## src/rtl/vga_timing_gen.sv

```systemverilog
// VGA/DVI timing generator: free-running h/v counters produce de/hs/vs, and active
// pixels are pulled from a valid/ready stream into registered video outputs.
module vga_timing_gen #(
    parameter int H_RES  = 16,
    parameter int H_FP   = 3,
    parameter int H_SYNC = 1,
    parameter int H_BP   = 3,
    parameter int V_RES  = 16,
    parameter int V_FP   = 128,
    parameter int V_SYNC = 2,
    parameter int V_BP   = 128,
    parameter int HS_POL = 0,
    parameter int VS_POL = 0,
    parameter int DW     = 8,
    parameter int CH     = 3,
    parameter int CNT_W  = 11
) (
    input  logic             clk,
    input  logic             rst,
    input  logic             en,
    input  logic [CH*DW-1:0] pix_data,
    input  logic             pix_valid,
    output logic             pix_ready,
    input  logic             underflow_clr,
    output logic [CH*DW-1:0] vga_data,
    output logic             vga_de,
    output logic             vga_hs,
    output logic             vga_vs,
    output logic [CNT_W-1:0] vga_x,
    output logic [CNT_W-1:0] vga_y,
    output logic             sof,
    output logic             underflow
);

    localparam int H_TOT = H_RES + H_FP + H_SYNC + H_BP;
    localparam int V_TOT = V_RES + V_FP + V_SYNC + V_BP;

    localparam logic [CNT_W-1:0] H_RES_C  = CNT_W'(H_RES);
    localparam logic [CNT_W-1:0] H_LAST   = CNT_W'(H_TOT - 1);
    localparam logic [CNT_W-1:0] HS_START = CNT_W'(H_RES + H_FP);
    localparam logic [CNT_W-1:0] HS_END   = CNT_W'(H_RES + H_FP + H_SYNC);
    localparam logic [CNT_W-1:0] V_RES_C  = CNT_W'(V_RES);
    localparam logic [CNT_W-1:0] V_LAST   = CNT_W'(V_TOT - 1);
    localparam logic [CNT_W-1:0] VS_START = CNT_W'(V_RES + V_FP);
    localparam logic [CNT_W-1:0] VS_END   = CNT_W'(V_RES + V_FP + V_SYNC);
    localparam logic             HS_ACT   = 1'(HS_POL);
    localparam logic             VS_ACT   = 1'(VS_POL);

    logic [CNT_W-1:0] hcnt_q, hcnt_d;
    logic [CNT_W-1:0] vcnt_q, vcnt_d;
    logic [CH*DW-1:0] data_q, data_d;
    logic             de_q, de_d;
    logic             hs_q, hs_d;
    logic             vs_q, vs_d;
    logic [CNT_W-1:0] x_q, x_d;
    logic [CNT_W-1:0] y_q, y_d;
    logic             sof_q, sof_d;
    logic             uflow_q, uflow_d;

    logic active, hs_on, vs_on, run_active;

    always_comb begin
        active     = (hcnt_q < H_RES_C) && (vcnt_q < V_RES_C);
        hs_on      = (hcnt_q >= HS_START) && (hcnt_q < HS_END);
        vs_on      = (vcnt_q >= VS_START) && (vcnt_q < VS_END);
        run_active = en && active;
        pix_ready  = run_active && !rst;

        // Explicit wrap at the last count; en=0 parks the raster at the frame origin.
        hcnt_d = '0;
        vcnt_d = '0;
        if (en) begin
            if (hcnt_q == H_LAST) begin
                hcnt_d = '0;
                vcnt_d = (vcnt_q == V_LAST) ? '0 : vcnt_q + CNT_W'(1);
            end else begin
                hcnt_d = hcnt_q + CNT_W'(1);
                vcnt_d = vcnt_q;
            end
        end

        de_d    = run_active;
        hs_d    = (en && hs_on) ? HS_ACT : ~HS_ACT;
        vs_d    = (en && vs_on) ? VS_ACT : ~VS_ACT;
        data_d  = (pix_ready && pix_valid) ? pix_data : '0;
        x_d     = run_active ? hcnt_q : '0;
        y_d     = run_active ? vcnt_q : '0;
        sof_d   = run_active && (hcnt_q == '0) && (vcnt_q == '0);
        // A missing pixel in an active slot wins over a simultaneous clear.
        uflow_d = (run_active && !pix_valid) || (uflow_q && !underflow_clr);
    end

    always_ff @(posedge clk) begin
        if (rst) begin
            hcnt_q  <= '0;
            vcnt_q  <= '0;
            data_q  <= '0;
            de_q    <= 1'b0;
            hs_q    <= ~HS_ACT;
            vs_q    <= ~VS_ACT;
            x_q     <= '0;
            y_q     <= '0;
            sof_q   <= 1'b0;
            uflow_q <= 1'b0;
        end else begin
            hcnt_q  <= hcnt_d;
            vcnt_q  <= vcnt_d;
            data_q  <= data_d;
            de_q    <= de_d;
            hs_q    <= hs_d;
            vs_q    <= vs_d;
            x_q     <= x_d;
            y_q     <= y_d;
            sof_q   <= sof_d;
            uflow_q <= uflow_d;
        end
    end

    assign vga_data  = data_q;
    assign vga_de    = de_q;
    assign vga_hs    = hs_q;
    assign vga_vs    = vs_q;
    assign vga_x     = x_q;
    assign vga_y     = y_q;
    assign sof       = sof_q;
    assign underflow = uflow_q;

endmodule

```

## config.mk

```make
export PLATFORM = sky130hd
export DESIGN_NAME = vga_timing_gen
export DESIGN_NICKNAME = d
export VERILOG_FILES = /design/src/rtl/vga_timing_gen.sv
export SDC_FILE = /design/constraint.sdc
export NUM_CORES = 1
export LEC_CHECK = 0
export CAP_MARGIN = 20
export CORE_MARGIN = 1.5
export CORE_UTILIZATION = 48
export DETAILED_ROUTE_END_ITERATION = 12
export GPL_ROUTABILITY_DRIVEN = 0
export GPL_TIMING_DRIVEN = 0
export PLACE_DENSITY = 0.84
export SLEW_MARGIN = 20
export SYNTH_ARGS = -nofsm -noshare
export SYNTH_HDL_FRONTEND = slang
export SYNTH_SLANG_ARGS = --single-unit
```

## constraint.sdc

```tcl
create_clock -name clk -period 3.5 [get_ports clk]
set_clock_uncertainty 0.05 [all_clocks]
set_input_delay 0.35 -clock clk [delete_from_list [all_inputs] [get_ports clk]]
set_output_delay 0.35 -clock clk [all_outputs]
set_load 0.1 [all_outputs]
```

==> run summary <==
Job
* **# Max-Cap Violations** 0

Critical path
* **CP Class** flop to output pin
* **register-to-register setup slack** 1.34 ns
* **Crit Path Max Fanout** 8
* **worst flop-to-flop path startpoint** hcnt_q[2]
* **Worst R2R Path Depth** 6
* **required time at the worst-slack endpoint** 3.10 ns
* **critical path capture point type** output pin
* **Worst EP arrival** 2.56 ns
* **crit start category** flop
* **critical register-to-register path endpoint** vcnt_q[10]

Synth
* **post-synthesis adder-cell area fraction** 3.12%
* **Syn Area/Cell** 10.6 um^2
* **area of the mapped netlist** 2410 um^2
* **share of the synthesized area in compound gates (AO/OA/AOI/OAI)** 4.78%
* **share of synthesized cell area in and, or, nand and nor gates** 24.5%
* **Async SR Flop Fraction** 0%
* **sequential-to-total area share from yosys stat** 60.6%
* **count of cell types in the netlist** 34
* **number of warning messages in the yosys log** 0
* **main combinational cell family by area after synthesis** simple AND/OR/NAND/NOR gates
* **primary flip-flop cell chosen by synthesis mapping** dfxtp_1
* **Mapped Cells** 228
* **synthesized-area fraction occupied by xor and xnor cells** 4.36%
* **count of state elements after synthesis** 73
* **number of enable flip-flop cells after synthesis** 0
* **proportion of synthesized area in mux cells** 0%

Route
* **routed length per placed instance** 13.1 um
* **routed via count divided by cell count** 4.73
* **number of nets with antenna violations after routing** 0
* **M1 wire length** 2160 um
* **met3 routed wirelength** 178 um
* **final wirelength** 5310 um
* **number of DRC markers in iteration 0** 48
* **met2 wire len** 2810 um
* **number of DRC violations after detailed routing** 0
* **total number of vias** 1909
* **number of iterations in the first detailed-routing pass** 4
* **uppermost layer routed** met4

Floorplan
* **area of the core** 4790 um^2
* **horizontal die dimension** 73.9 um
* **DIE HEIGHT** 73.9 um
* **IO Count** 81
* **die area** 5450 um^2
* **Starting Density** 50.4%
* **number of cell rows** 25

Layout
* **area growth from synthesis to layout** 46.7%
* **commonest cells after routing, fill and taps aside** clkdlybuf4s50_1, dfxtp_1, and2_1, nor2_1, conb_1
* **fill count** 327
* **Layout Utilization** 73.9%
* **most common library cell in the layout ignoring fill and taps** clkdlybuf4s50_1
* **fraction of final layout cells sized beyond drive strength 1** 7.12%
* **combined area of the multi-input logic cells** 938 um^2
* **net count reported at finish** 367
* **number of diodes added for antenna fixing** 0
* **total area of sequential cells** 1460 um^2

CTS
* **master cell of the clock root buffer** clkbuf_8
* **Skew-Pair Late Insertion Delay** 0.34 ns
* **Hold-fix buffers, CTS** 0
* **CTS H-Tree Depth** 3
* **post-CTS resize count** 1
* **clock-pin transition on the worst setup and hold timing paths** 0.07 ns
* **number of buffers on the longest clock path** 2
* **number of buffers created by CTS** 9
* **post-CTS setup repair buffer count** 0
* **sink count of the clock tree** 73
* **clock tree from TritonCTS** done

Power
* **share of power burned in combinational logic** 13.3%
* **VDD IR-drop max** 0.226 mV
* **switching share of power** 27.4%
* **Seq pwr share** 49.2%
* **power density normalized to cell area** 492 nW/um^2
* **power dissipated by switching net loads** 477 uW
* **proportion of power drawn by the clock network** 37.5%
* **internal portion of total power** 1260 uW
* **LEAKAGE** 0.00136 uW

Worst hold path
* **type of the most critical hold path** flop to flop
* **end of the worst hold path** underflow
* **startpoint of the most critical hold path** underflow
* **worst hold path depth** 2

STA
* **final clock period utilization by the worst path** 84.7%
* **count of final max-slew check failures** 0
* **number of failing setup endpoints in the final timing report** 0
* **Max transition margin** 32.2%
* **Hold Vio Cnt, Final** 0
* **Tightest Pin Transition** 1.01 ns
* **Fmax** 0.337 GHz
* **summed negative setup slack over all endpoints** 0 ns
* **minimum setup slack in the final design** 0.536 ns
* **Hold Slack** 0.426 ns
* **Min Clock Period, post-route** 2.96 ns
* **RSZ-0062 raised after global routing** no

Global route
* **number of antenna violations at the first check in global routing** 0
* **via count of the first global-routing pass** 1777
* **Total GRT Usage** 20.2%
* **largest net degree at the start of global routing** 13
* **Remaining Overflow, GRT** 0
* **wire length of the first global-routing pass** 8160 um

Placement
* **pre-CTS worst setup slack** 0.120 ns
* **HPWL reported at the end of detailed placement** 3600 um
* **quantity of I/O buffers inserted on ports** 80

Status
* **outcome** finished, final reports clean

-- Yosys cell counts, drive strengths merged (2+ instances only) --
library cell | number | area (um^2)
or3 | 5 | 31.3
o21ai | 6 | 33.8
and3 | 3 | 18.8
inv | 10 | 37.5
nand4 | 7 | 43.8
and4 | 2 | 17.5
a21oi | 7 | 35.0
nand2 | 8 | 30.0
nor2 | 22 | 82.6
nor4 | 4 | 31.3
xor2 | 5 | 43.8
and2 | 29 | 181
nand3 | 9 | 45.0
nor3 | 5 | 25.0
or4 | 2 | 22.5
dfxtp | 73 | 1460
xnor2 | 7 | 61.3
ha | 6 | 75.1
clkbuf | 5 | 21.3
nor2b | 3 | 26.3
-- registers in the layout, summed over array words and instances, names as in the netlist --
name / count
underflow: 1
vga_hs: 1
vga_de: 1
vga_y: 11
sof: 1
vcnt_q: 11
hcnt_q: 11
vga_x: 11
vga_vs: 1
vga_data: 24
-- worst max-delay path, stage by stage (launching register included) --
cell,delay [ns]
dfxtp_1,0.34
nor4_2,0.59
and2_1,0.31
nand3_1,0.29
inv_1,0.21
clkbuf_2,0.48
-- kinds of logic (layout without fill, tap and decap cells) --
kind of cell    after synthesis  in the layout
compound gates               18             18
xor+xnor                     12             12
fa+ha+maj                     6              6
buf+inv                      15            111
flops                        73             73
other cells                   1             14
simple gates                103            103
-- routing by layer --
layer / vias up / track usage [%]
met5: - / 0
met4: 0 / 13.2
met3: 12 / 3.29
met2: 48 / 35.0
met1: 891 / 22.7
li1: 958 / -
-- power by group through the flow --
stage,clock [uW],sequential [uW],combinational [uW]
after floorplan,0,1010,23.5
after global placement,0,874,228
after detailed placement,0,875,230
after CTS,657,856,231
after global routing,686,857,240
final,651,856,231
-- per-stage QoR --
step	power [uW]	instance area, um^2	cells
after floorplan	1030	2460	241
after global placement	1100	3340	388
after detailed placement	1100	3340	388
after CTS	1740	3540	404
after global routing	1780	3530	404
final	1740	3530	404
-- final cells by class --
class	count	share of cell area [%]
clock inverters	5	1.56
repair buffers	80	22.5
clock buffers	11	4.00
plain buffers	5	0.602
flip-flops and latches	73	41.3
well taps	67	2.37
multi-input cells	153	26.5
inverters	10	1.06
-- how the worst max path moves through the flow --
stage | start | to | cells past startpoint
after floorplan | vcnt_q[10] | pix_ready | 4
after global placement | rst | pix_ready | 6
after detailed placement | rst | pix_ready | 6
after CTS | hcnt_q[9] | pix_ready | 5
after global routing | hcnt_q[9] | pix_ready | 5
final | hcnt_q[9] | pix_ready | 5
No activity file was read; power rests on OpenSTA's default activity.
